$ cat src/rtl/mem_arbiter.sv
//============================================================================
// Module      : mem_arbiter
// Description : Two-master memory arbiter. Instruction reads, data reads and
//               data writes from a stalling CPU front end are captured into
//               pending slots and replayed one at a time onto a single
//               request/grant/response bus. Fixed service order is
//               write -> data read -> instruction read.
//               Optional feature macro: MEM_ARBITER_RR_EN
//                 When defined, the relative order of the two reads
//                 alternates on every batch in which both reads arrive
//                 together. The first such batch is served data-first.
//                 Writes are always served first.
// Ports       :
//   CLK                     clock, rising edge
//   RST                     asynchronous reset, active low
//   INST_RDEN/RIADDR        instruction read request and address
//   INST_ROADDR/RVALID/RDATA instruction read response
//   DATA_RDEN/RIADDR        data read request and address
//   DATA_ROADDR/RVALID/RDATA data read response
//   DATA_WREN/WSTRB/WADDR/WDATA data write request
//   MEM_WAIT                stall to upstream (registered)
//   BUS_REQ/WE/ADDR/WSTRB/WDATA bus request (registered)
//   BUS_GNT                 bus accepts the current request
//   BUS_RVALID/RDATA        bus read response
// Revision    : 1.0 - initial release
//============================================================================
`default_nettype none

module mem_arbiter (
    input  logic        CLK,
    input  logic        RST,
    input  logic        INST_RDEN,
    input  logic [31:0] INST_RIADDR,
    output logic [31:0] INST_ROADDR,
    output logic        INST_RVALID,
    output logic [31:0] INST_RDATA,
    input  logic        DATA_RDEN,
    input  logic [31:0] DATA_RIADDR,
    output logic [31:0] DATA_ROADDR,
    output logic        DATA_RVALID,
    output logic [31:0] DATA_RDATA,
    input  logic        DATA_WREN,
    input  logic [3:0]  DATA_WSTRB,
    input  logic [31:0] DATA_WADDR,
    input  logic [31:0] DATA_WDATA,
    output logic        MEM_WAIT,
    output logic        BUS_REQ,
    output logic        BUS_WE,
    output logic [31:0] BUS_ADDR,
    output logic [3:0]  BUS_WSTRB,
    output logic [31:0] BUS_WDATA,
    input  logic        BUS_GNT,
    input  logic        BUS_RVALID,
    input  logic [31:0] BUS_RDATA
);

    localparam logic [1:0] S_IDLE = 2'd0;
    localparam logic [1:0] S_REQ  = 2'd1;
    localparam logic [1:0] S_RESP = 2'd2;

    localparam logic [1:0] SEL_WR = 2'd0;
    localparam logic [1:0] SEL_DR = 2'd1;
    localparam logic [1:0] SEL_IR = 2'd2;

    logic [1:0]  r_state;
    logic [1:0]  r_sel;

    // pending slots
    logic        r_wr_pend;
    logic [31:0] r_wr_addr;
    logic [3:0]  r_wr_strb;
    logic [31:0] r_wr_data;
    logic        r_dr_pend;
    logic [31:0] r_dr_addr;
    logic        r_ir_pend;
    logic [31:0] r_ir_addr;

    logic        r_mem_wait;
    logic        r_bus_req;
    logic        r_bus_we;
    logic [31:0] r_bus_addr;
    logic [3:0]  r_bus_wstrb;
    logic [31:0] r_bus_wdata;
    logic        r_inst_rvalid;
    logic [31:0] r_inst_roaddr;
    logic [31:0] r_inst_rdata;
    logic        r_data_rvalid;
    logic [31:0] r_data_roaddr;
    logic [31:0] r_data_rdata;

    logic        w_capture;
    logic        w_wr_c;
    logic        w_dr_c;
    logic        w_ir_c;
    logic [31:0] w_wr_addr_c;
    logic [3:0]  w_wr_strb_c;
    logic [31:0] w_wr_data_c;
    logic [31:0] w_dr_addr_c;
    logic [31:0] w_ir_addr_c;
    logic        w_inst_first;
    logic [1:0]  w_sel;
    logic        w_start;
    logic        w_gnt_ok;
    logic        w_rv_ok;
    logic        w_wr_nxt;
    logic        w_dr_nxt;
    logic        w_ir_nxt;

    // MEM_WAIT low means every slot is empty and the FSM is idle, so a new
    // request set is only ever captured in IDLE.
    assign w_capture = (r_state == S_IDLE) && !r_mem_wait;

    // Candidate slot contents: on a capture edge the incoming request is
    // dispatched straight to the bus so BUS_REQ rises one cycle after the
    // request edge; otherwise the stored slots are used.
    assign w_wr_c      = w_capture ? DATA_WREN   : r_wr_pend;
    assign w_dr_c      = w_capture ? DATA_RDEN   : r_dr_pend;
    assign w_ir_c      = w_capture ? INST_RDEN   : r_ir_pend;
    assign w_wr_addr_c = w_capture ? DATA_WADDR  : r_wr_addr;
    assign w_wr_strb_c = w_capture ? DATA_WSTRB  : r_wr_strb;
    assign w_wr_data_c = w_capture ? DATA_WDATA  : r_wr_data;
    assign w_dr_addr_c = w_capture ? DATA_RIADDR : r_dr_addr;
    assign w_ir_addr_c = w_capture ? INST_RIADDR : r_ir_addr;

`ifdef MEM_ARBITER_RR_EN
    logic r_rr_ptr;            // 1: next dual-read batch goes inst-first
    logic r_batch_inst_first;  // order latched for the batch in flight

    assign w_inst_first = w_capture ? r_rr_ptr : r_batch_inst_first;

    always_ff @(posedge CLK or negedge RST) begin
        if (!RST) begin
            r_rr_ptr           <= 1'b0;
            r_batch_inst_first <= 1'b0;
        end else if (w_capture && DATA_RDEN && INST_RDEN) begin
            r_batch_inst_first <= r_rr_ptr;
            r_rr_ptr           <= ~r_rr_ptr;
        end
    end
`else
    assign w_inst_first = 1'b0;
`endif

    assign w_gnt_ok = (r_state == S_REQ)  && BUS_GNT;
    assign w_rv_ok  = (r_state == S_RESP) && BUS_RVALID;
    assign w_start  = (r_state == S_IDLE) && (w_wr_c || w_dr_c || w_ir_c);

    always_comb begin
        w_sel = SEL_WR;
        if (w_wr_c) begin
            w_sel = SEL_WR;
        end else if (w_dr_c && w_ir_c) begin
            w_sel = w_inst_first ? SEL_IR : SEL_DR;
        end else if (w_dr_c) begin
            w_sel = SEL_DR;
        end else if (w_ir_c) begin
            w_sel = SEL_IR;
        end
    end

    // Next slot occupancy; also feeds the registered MEM_WAIT.
    always_comb begin
        w_wr_nxt = r_wr_pend;
        w_dr_nxt = r_dr_pend;
        w_ir_nxt = r_ir_pend;
        if (w_capture) begin
            w_wr_nxt = DATA_WREN;
            w_dr_nxt = DATA_RDEN;
            w_ir_nxt = INST_RDEN;
        end
        if (w_gnt_ok && (r_sel == SEL_WR)) begin
            w_wr_nxt = 1'b0;
        end
        if (w_rv_ok && (r_sel == SEL_DR)) begin
            w_dr_nxt = 1'b0;
        end
        if (w_rv_ok && (r_sel == SEL_IR)) begin
            w_ir_nxt = 1'b0;
        end
    end

    always_ff @(posedge CLK or negedge RST) begin
        if (!RST) begin
            r_state       <= S_IDLE;
            r_sel         <= SEL_WR;
            r_wr_pend     <= 1'b0;
            r_wr_addr     <= 32'd0;
            r_wr_strb     <= 4'd0;
            r_wr_data     <= 32'd0;
            r_dr_pend     <= 1'b0;
            r_dr_addr     <= 32'd0;
            r_ir_pend     <= 1'b0;
            r_ir_addr     <= 32'd0;
            r_mem_wait    <= 1'b0;
            r_bus_req     <= 1'b0;
            r_bus_we      <= 1'b0;
            r_bus_addr    <= 32'd0;
            r_bus_wstrb   <= 4'd0;
            r_bus_wdata   <= 32'd0;
            r_inst_rvalid <= 1'b0;
            r_inst_roaddr <= 32'd0;
            r_inst_rdata  <= 32'd0;
            r_data_rvalid <= 1'b0;
            r_data_roaddr <= 32'd0;
            r_data_rdata  <= 32'd0;
        end else begin
            r_wr_pend  <= w_wr_nxt;
            r_dr_pend  <= w_dr_nxt;
            r_ir_pend  <= w_ir_nxt;
            r_mem_wait <= w_wr_nxt || w_dr_nxt || w_ir_nxt;

            if (w_capture) begin
                r_wr_addr <= DATA_WADDR;
                r_wr_strb <= DATA_WSTRB;
                r_wr_data <= DATA_WDATA;
                r_dr_addr <= DATA_RIADDR;
                r_ir_addr <= INST_RIADDR;
            end

            case (r_state)
                S_IDLE: begin
                    if (w_start) begin
                        r_state   <= S_REQ;
                        r_sel     <= w_sel;
                        r_bus_req <= 1'b1;
                        case (w_sel)
                            SEL_WR: begin
                                r_bus_we    <= 1'b1;
                                r_bus_addr  <= w_wr_addr_c;
                                r_bus_wstrb <= w_wr_strb_c;
                                r_bus_wdata <= w_wr_data_c;
                            end
                            SEL_DR: begin
                                r_bus_we    <= 1'b0;
                                r_bus_addr  <= w_dr_addr_c;
                                r_bus_wstrb <= 4'd0;
                                r_bus_wdata <= 32'd0;
                            end
                            default: begin
                                r_bus_we    <= 1'b0;
                                r_bus_addr  <= w_ir_addr_c;
                                r_bus_wstrb <= 4'd0;
                                r_bus_wdata <= 32'd0;
                            end
                        endcase
                    end
                end
                S_REQ: begin
                    if (BUS_GNT) begin
                        r_bus_req <= 1'b0;
                        r_bus_we  <= 1'b0;
                        r_state   <= (r_sel == SEL_WR) ? S_IDLE : S_RESP;
                    end
                end
                S_RESP: begin
                    if (BUS_RVALID) begin
                        r_state <= S_IDLE;
                    end
                end
                default: begin
                    r_state <= S_IDLE;
                end
            endcase

            // Single-cycle response pulses; address/data hold otherwise.
            r_inst_rvalid <= w_rv_ok && (r_sel == SEL_IR);
            r_data_rvalid <= w_rv_ok && (r_sel == SEL_DR);
            if (w_rv_ok && (r_sel == SEL_IR)) begin
                r_inst_roaddr <= r_ir_addr;
                r_inst_rdata  <= BUS_RDATA;
            end
            if (w_rv_ok && (r_sel == SEL_DR)) begin
                r_data_roaddr <= r_dr_addr;
                r_data_rdata  <= BUS_RDATA;
            end
        end
    end

    assign MEM_WAIT    = r_mem_wait;
    assign BUS_REQ     = r_bus_req;
    assign BUS_WE      = r_bus_we;
    assign BUS_ADDR    = r_bus_addr;
    assign BUS_WSTRB   = r_bus_wstrb;
    assign BUS_WDATA   = r_bus_wdata;
    assign INST_RVALID = r_inst_rvalid;
    assign INST_ROADDR = r_inst_roaddr;
    assign INST_RDATA  = r_inst_rdata;
    assign DATA_RVALID = r_data_rvalid;
    assign DATA_ROADDR = r_data_roaddr;
    assign DATA_RDATA  = r_data_rdata;

endmodule

`default_nettype wire

$ cat config.mk
export PLATFORM = sky130hd
export DESIGN_NAME = mem_arbiter
export DESIGN_NICKNAME = d
export VERILOG_FILES = /design/src/rtl/mem_arbiter.sv
export SDC_FILE = /design/constraint.sdc
export NUM_CORES = 1
export LEC_CHECK = 0
export ABC_AREA = 0
export CORE_MARGIN = 1
export CORE_UTILIZATION = 63
export CTS_CLUSTER_SIZE = 16
export DETAILED_ROUTE_END_ITERATION = 7
export DONT_BUFFER_PORTS = 1
export PLACE_DENSITY = 0.88
export SLEW_MARGIN = 20
export SYNTH_ARGS = -nofsm -noshare
export SYNTH_HDL_FRONTEND = slang
export SYNTH_SLANG_ARGS = --single-unit
$ cat constraint.sdc
create_clock -name CLK -period 2.7 [get_ports CLK]
set_clock_uncertainty 0.2 [all_clocks]
set_input_delay 0.675 -clock CLK [delete_from_list [all_inputs] [get_ports CLK]]
set_output_delay 0.675 -clock CLK [all_outputs]
set_load 0.01 [all_outputs]
* Yosys cells after proc, flatten, opt, wreduce, memory -nomap -nowiden *
Index checks and enable logic that the tools add are counted.

storage, ports and cells
  output and inout bits = 201
  flip-flop bits (word level) = 340
  word-level logic and storage cells = 79

cells by class
  eq/ne operators = 8
  reductions and logical operators = 20
  mux-type cells = 29

operator list
  cell                                            number
  two-way mux 32 bit                              5
  one-hot mux 32 bit (2 select lines)             1
  two-way mux 2 bit                               8
  two-way mux 1 bit                               10
  logical AND 1 bit                               8
  two-way mux 4 bit                               2
  == test 2 x 1 -> 1 bit (second input constant)  3
  zero test 2 bit                                 3
  inequality test 2 bit (second input constant)   3
  one-hot mux 2 bit (3 select lines)              1
  AND reduction 3 bit                             2
  == test 2 bit (second input constant)           2
  logical OR 1 bit                                4
  one-hot mux 1 bit (2 select lines)              2
  AND reduction 2 bit                             1
  nonzero test 2 bit                              1
  zero test 1 bit                                 1

* Longest topological paths before layout *
Gate-level depths: netlist of the first run.

  depth after elaboration = 11
  gate-level depth with buffers = 9
  depth with buffers taken out = 4

* Worst setup path after synthesis of the first run *
No wires, ideal clock.

  path kind = input port to flip-flop
  start point = input port DATA_RDEN
  end point = register r_bus_addr[0] (netlist: BUS_ADDR[0])
  stages on the path = 6
  arrival time = 1.917 ns
  buffers on the path = 3
  library setup time = 0.126 ns
  data required time = 2.374 ns
  slack = 0.457 ns
  path through = clkbuf_1 nor4_1 or3_1 buf_2 buf_6 a221o_1

on the way
  longest elaborated chain between the ends = 6
  elaborated cells on any way between the ends = 12
  those cells by class = eq/ne: 1; mux: 5; reduce/logical: 6

ends and longest elaborated chain
  item                                                              line      source
  from (decl)                                                       37        input logic DATA_RDEN,
  two-way mux 1 bit (*)                                             117       assign w_dr_c = w_capture ? DATA_RDEN : r_dr_pend;
  two-way mux 2 bit / logical AND 1 bit (equally long branches)     154, 152
  two-way mux 2 bit                                                 152       end else if (w_dr_c && w_ir_c) begin
  two-way mux 2 bit                                                 150       if (w_wr_c) begin
  == test 2 x 1 -> 1 bit / zero test 2 bit (equally long branches)  226       case (w_sel)
  one-hot mux 32 bit (2 select lines)                               226
  to (signal assigned)                                              229       r_bus_addr <= w_wr_addr_c;
  to (signal assigned)                                              235       r_bus_addr <= w_dr_addr_c;
  to (signal assigned)                                              241       r_bus_addr <= w_ir_addr_c;
  to (decl)                                                         81        logic [31:0] r_bus_addr;

Every way passes the cells marked *; elsewhere a longest branch is shown, timed or not.
A chain may end at the register's enable or synchronous reset.

* Final worst setup path of the first run *
  start point = register r_state[0]
  end point = register r_bus_addr[28] (netlist: BUS_ADDR[28])

on the way
  longest elaborated chain between the ends = 9
  elaborated cells on any way between the ends = 20
  those cells by class = eq/ne: 1; mux: 11; reduce/logical: 8

ends and longest elaborated chain
  item                                                              line           source
  from (decl)                                                       65             logic [1:0] r_state;
  from (signal assigned)                                            252            r_state <= (r_sel == SEL_WR) ? S_IDLE : S_RESP;
  zero test 2 bit (*)                                               111, 146, 220
  logical AND 1 bit                                                 111            assign w_capture = (r_state == S_IDLE) && !r_mem_wait;
  two-way mux 1 bit                                                 118            assign w_ir_c = w_capture ? INST_RDEN : r_ir_pend;
  two-way mux 2 bit                                                 156            end else if (w_ir_c) begin
  two-way mux 2 bit                                                 154            end else if (w_dr_c) begin
  two-way mux 2 bit                                                 152
  two-way mux 2 bit                                                 150
  == test 2 x 1 -> 1 bit / zero test 2 bit (equally long branches)  226
  one-hot mux 32 bit (2 select lines)                               226

Marks and branches as above.

==> flow_summary.yaml, run 1 <==
timing:
  tightest_slew_ns: 0.889
  slew_viol_final: 0
  grt_setup_unrepaired: "false"
  fin_crit_sh: 0.906
  setup_viol: 0
  finalCriticalPeriod_ns: 2.45
  hold_viol_final: 340
  finalSetupTns_ns: 0
  maxSlewHeadroom: 0.407
  whs_ns: -0.395
  worst_slack_ns: 0.254
  max_freq_ghz: 0.409
layout:
  fin_area_um2: 15400
  final_common_cell: "nand2_1"
  fill_cells: 1391
  nets: 1377
  synthToLayoutAreaGrowth_pct: 10.3
  most-common-layout-cells: "nand2_1 (400), dfrtp_1 (339), mux2_2 (131), a221oi_1 (40), nor2_1 (38)"
  final-instance-count-excl-fill: 1509
  layout-drive-gt1-share: 0.180
power_and_ir_drop:
  ir_worst_vdd_mv: 0.930
  power.leakage_nw: 7.45
  power_density_nw_per_um2: 1370
  p_total_w: 0.0210
routing:
  drtIter0Drc: 945
  routed_via_density: 6.61
  wire_per_inst_um: 25.0
  ant_nets: 0
  first_pass_iters: 6
  wirelength_um: 37700
  drc: 0
  via_count: 9971
synth:
  synth_top_family_by_area: "simple AND/OR/NAND/NOR gates"
  synth_fa_ha_area_frac: 0
  avgSynthCellArea_um2: 11.3
  ys_seq_area_frac: 0.609
  synth_top_area_cell: "dfrtp_1"
  yosys_most_used_dff: "dfrtp_1"
  synth-simple-area-share: 0.131
  netlist_top_cells_area: "dfrtp_1 (61%), nand2_1 (11%), mux2_2 (11%)"
  synth_area_um2: 14000
  async_flop_share: 1.00
  yosysTopAreaCellShare: 0.609
  yosysWarnings: 0
  ys_types: 37
  synth_edf_count: 0
  synthMuxAreaShare: 0.126
  synthXorXnorAreaFrac: 0
  syn_nets: 1406
  ys_ff_latch: 340
  synthCells: 1235
  synth-compound-area-share: 0.103
place:
  pre_cts_slack_ns: 0.293
  post_dp_cell_area_um2: 14200
  hpwl_um: 24700
  place.gp.congestion: 0.862
  placed_cells_incl_taps: 1447
  io_buffers: 0
cts:
  path_clk_slew_ns: 0.07
  cts_resized: 0
  clkSinkCount: 340
  postCtsSetupBuffers: 0
  cts_made_buffers: 31
  clockRootBuffer: "clkbuf_16"
  clk_path_buf_depth: 3
  hold_buffers: 6
  clk_latency_ns: 0.56
  cts_tree: "yes"
  ctsHtreeMaxLevel: 1
hold_path:
  hold_path.class: "in -> async"
global_route:
  grt_max_degree: 341
  grt_antenna_before_repair: 1
  grt_pass1_wl_um: 56000
  grt_use_total: 0.324
  grt_pass1_vias: 9891
  grt.overflow.total: 0
floorplan:
  initial_utilization: 0.642
  core_area_um2: 21800
  std_cell_rows: 54
  io_pins: 372
  dieHeight_um: 151
  chipWidth_um: 151
  die-area_um2: 22800
setup_path:
  arrival_ns: 2.69
  r2r_cells: 4
  cp.required_ns: 2.95
  critPathSlowestCell: "or3_2"
  critPathKind: "reg -> reg"
  worst-path-buf-inv: 1
  critPathMaxFanout: 44
  cp_top_family: "simple AND/OR/NAND/NOR gates"
  r2r-end: "BUS_ADDR[28]$_DFFE_PN0P_"
  r2r_slack_ns: 0.25
  cp_cell_sequence: "or2_1 > or3_2 > buf_4 > a221o_1"
  r2r_start: "r_state[0]$_DFFE_PN0P_"
  max_stage_delay_ns: 0.53
  start_kind: "flip-flop"
  critPathCaptureType: "flip-flop"
run_status:
  violations: "hold timing"
  outcome: "complete, but fails checks"
flow_run:
  max-cap-violations: 0
-- Yosys cell counts, types with 2 or more instances --
cell / n
nand2_1: 400
dfrtp_1: 340
mux2_2: 131
clkbuf_1: 56
a221oi_1: 40
nor2_1: 39
a32o_1: 36
mux2i_1: 27
o22ai_1: 27
buf_2: 25
a221o_1: 17
a21oi_1: 14
o22a_1: 9
nor3_1: 7
buf_1: 6
buf_6: 6
o221ai_1: 6
nor2b_1: 5
o31ai_1: 5
a31oi_1: 4
inv_1: 4
o32ai_1: 4
a21o_1: 3
and2_1: 3
nor3b_1: 3
o21ai_0: 3
or3_1: 3
nand2b_1: 2
nand3b_1: 2
-- registers in the layout, summed over array words and instances, names as in the netlist, 2 cells and up --
signal / flops
r_sel: 2
BUS_WSTRB: 4
r_wr_data: 32
INST_ROADDR: 32
r_wr_addr: 32
r_dr_addr: 32
BUS_ADDR: 32
r_ir_addr: 32
r_wr_strb: 4
BUS_WDATA: 32
r_state: 2
DATA_RDATA: 32
INST_RDATA: 32
DATA_ROADDR: 32
-- routing by layer --
metal	up-vias	global-route usage	routed length [um]
li1	4233	-	-
met3	113	0.123	5080
met1	4946	0.400	13400
met5	-	0	0
met2	679	0.510	17700
met4	0	0.140	1530
-- cell families (layout without fill, tap and decap cells) --
kind of cell,Yosys count,count (layout)
DFF,340,340
AOI/OAI and AO/OA,171,171
and+or+nand+nor,468,468
buffers and inverters,97,90
muxes,159,159
other,0,1
-- report_power, final --
part	switching, W	leakage, nW	internal (W)
combinational	0.00361	2.58	0.00272
sequential	0.00239	4.29	0.00741
clock	0.00187	0.573	0.00305
-- how the worst max path moves through the flow --
stage / from / to / slack (ns) / cells after the start
2_1_floorplan: DATA_RDEN / BUS_ADDR[0]$_DFFE_PN0P_ / 0.46 / 6
3_3_place_gp: r_state[0]$_DFFE_PN0P_ / BUS_ADDR[30]$_DFFE_PN0P_ / 0.35 / 4
3_5_place_dp: r_state[0]$_DFFE_PN0P_ / BUS_ADDR[30]$_DFFE_PN0P_ / 0.29 / 4
4_1_cts: r_state[0]$_DFFE_PN0P_ / BUS_ADDR[28]$_DFFE_PN0P_ / 0.28 / 4
5_1_grt: r_state[0]$_DFFE_PN0P_ / BUS_ADDR[28]$_DFFE_PN0P_ / 0.17 / 4
6_report: r_state[0]$_DFFE_PN0P_ / BUS_ADDR[28]$_DFFE_PN0P_ / 0.25 / 4
-- layout make-up --
type / instances / area (um2) / area share
antenna: 1 / 2.50 / 0.000162
clock buffer: 41 / 883 / 0.0573
clock inverter: 14 / 278 / 0.0180
inverter: 4 / 15.0 / 0.000974
multi-input combinational: 798 / 5060 / 0.328
sequential: 340 / 8510 / 0.552
tap: 280 / 350 / 0.0227
timing repair buffer: 31 / 310 / 0.0201
-- metrics by stage --
step	hold slack [ns]	util
after global placement	0.187	0.652
after detailed placement	0.187	0.652
final	-0.395	0.708
after floorplan	0.179	-
after CTS	-0.414	0.708
after global routing	-0.411	0.708
Note: power is estimated with default switching activity, not from simulation.
==> run 2: changes to the inputs <==
--- a/config.mk
+++ b/config.mk
@@ -7,11 +7,11 @@
 export LEC_CHECK = 0
 export ABC_AREA = 0
 export CORE_MARGIN = 1
-export CORE_UTILIZATION = 63
+export CORE_UTILIZATION = 45
 export CTS_CLUSTER_SIZE = 16
 export DETAILED_ROUTE_END_ITERATION = 7
 export DONT_BUFFER_PORTS = 1
-export PLACE_DENSITY = 0.88
+export PLACE_DENSITY = 0.69
 export SLEW_MARGIN = 20
 export SYNTH_ARGS = -nofsm -noshare
 export SYNTH_HDL_FRONTEND = slang
==> flow_summary.yaml, run 2 (synthesis gave the netlist of run 1 again) <==
timing:
  whs_ns: -0.339
  tightest_slew_ns: 1.04
  finalCriticalPeriod_ns: 2.49
  worst_slack_ns: 0.205
  setup_viol: 0
  finalSetupTns_ns: 0
  max_freq_ghz: 0.401
  slew_viol_final: 0
  grt_setup_unrepaired: "false"
  fin_crit_sh: 0.924
  maxSlewHeadroom: 0.307
  hold_viol_final: 340
routing:
  via_count: 9533
  wire_per_inst_um: 23.4
  drc: 0
  routed_via_density: 5.83
  first_pass_iters: 5
  wirelength_um: 38200
  drtIter0Drc: 742
  ant_nets: 0
global_route:
  grt_pass1_vias: 9202
  grt_use_total: 0.232
  grt.overflow.total: 0
  grt_pass1_wl_um: 56100
  grt_max_degree: 341
  grt_antenna_before_repair: 1
layout:
  regArea_um2: 8510
  synthToLayoutAreaGrowth_pct: 12.1
  layout-drive-gt1-share: 0.190
  final_common_cell: "nand2_1"
  multiInputGateArea_um2: 5070
  post-route-util: 0.512
  nets: 1382
  fin_area_um2: 15700
  fill_cells: 2674
  most-common-layout-cells: "nand2_1 (400), dfrtp_1 (339), mux2_2 (131), a221oi_1 (40), nor2_1 (38)"
  final-instance-count-excl-fill: 1636
cts:
  path_clk_slew_ns: 0.07
  clk_latency_ns: 0.53
  cts_made_buffers: 36
  clockRootBuffer: "clkbuf_16"
  clkSinkCount: 340
  cts_tree: "yes"
  clk_path_buf_depth: 3
  ctsHtreeMaxLevel: 2
power_and_ir_drop:
  power_density_nw_per_um2: 1350
  ir_worst_vdd_mv: 0.526
  power.leakage_nw: 7.49
setup_path:
  critPathKind: "reg -> out"
  start_kind: "flip-flop"
  critPathMaxFanout: 13
  arrival_ns: 1.62
  cp.required_ns: 1.82
  critPathCaptureType: "primary output"
run_status:
  violations: "hold timing"
  outcome: "complete, but fails checks"
floorplan:
  die-area_um2: 31800
  initial_utilization: 0.457
  chipWidth_um: 178
  core_area_um2: 30600
  std_cell_rows: 64
  io_pins: 372
  dieHeight_um: 178
place:
  placed_cells_incl_taps: 1569
  place.gp.congestion: 0.836
  io_buffers: 0
  post_dp_cell_area_um2: 14400
  hpwl_um: 25600
  pre_cts_slack_ns: 0.383
hold_path:
  hold_path.class: "in -> async"
flow_run:
  max-cap-violations: 0
==> run 2: cell count changes in the layout (fill, tap and decap cells not counted), sizes merged <==
cell / change
clkinv: +8
dlygate4sd3: -6
diode: +3
buf: +6
clkinvlp: +3
bufinv: -3
==> run 2: metrics by stage <==
step	hold WS, ns	total power [W]
global placement	0.192	0.0159
global route	-0.367	0.0224
finish	-0.339	0.0212
CTS	-0.359	0.0213
detailed placement	0.194	0.0162
floorplan	0.179	0.0140
==> run 2: area by class of cell <==
cell class | instances | share of cell area
flip-flops and latches | 340 | 0.544
multi-input cells | 798 | 0.324
clock buffers | 41 | 0.0600
well taps | 396 | 0.0316
repair buffers | 31 | 0.0229
clock inverters | 22 | 0.0167
inverters | 4 | 0.000959
diodes | 4 | 0.000639
==> run 2: timing repair <==
action,4_1_cts,5_1_grt
setup endpoints to repair,0,0
gates resized for setup,0,0
setup buffers,0,0
endpoints found under the hold margin,340,340
==> run 2: path summary, 6_finish.rpt <==
| check | startpoint | to | slack (ns) | depth (start not counted) |
|---|---|---|---|---|
| max in group asynchronous | RST | BUS_WDATA[2]$_DFFE_PN0P_ | 1.79 | 0 |
| min in group CLK | BUS_RVALID | r_state[1]$_DFFE_PN0P_ | 0.03 | 1 |
| max | MEM_WAIT$_DFF_PN0_ | MEM_WAIT | 0.21 | 2 |
| min reg2reg | r_wr_strb[3]$_DFF_PN0_ | r_wr_strb[3]$_DFF_PN0_ | 0.27 | 2 |
| min | RST | INST_ROADDR[5]$_DFFE_PN0P_ | -0.34 | 0 |
| max reg2reg | r_state[0]$_DFFE_PN0P_ | BUS_ADDR[30]$_DFFE_PN0P_ | 0.32 | 4 |
==> run 2: metal layers <==
metal,part of all wire,GRT usage
met4,0.028,0.0791
met1,0.40,0.299
met3,0.12,0.102
met2,0.45,0.346
met5,0,0
==> run 2: critical path: stages (launching register included) <==
cell and delay (ns):
dfrtp_2 0.55, buf_4 0.24, buf_4 0.29
==> run 2: where the power goes <==
group          switching (W)  internal [W]  total [W]
registers            0.00236       0.00742    0.00978
logic                0.00352       0.00284    0.00636
clock network        0.00204       0.00299    0.00503
==> run 3: changes to the inputs <==
--- a/config.mk
+++ b/config.mk
@@ -5,7 +5,6 @@
 export SDC_FILE = /design/constraint.sdc
 export NUM_CORES = 1
 export LEC_CHECK = 0
-export ABC_AREA = 0
 export CORE_MARGIN = 1
 export CORE_UTILIZATION = 45
 export CTS_CLUSTER_SIZE = 16
==> results of run 3 <==
The final DEF is identical to that of run 2; final timing and power are the same.
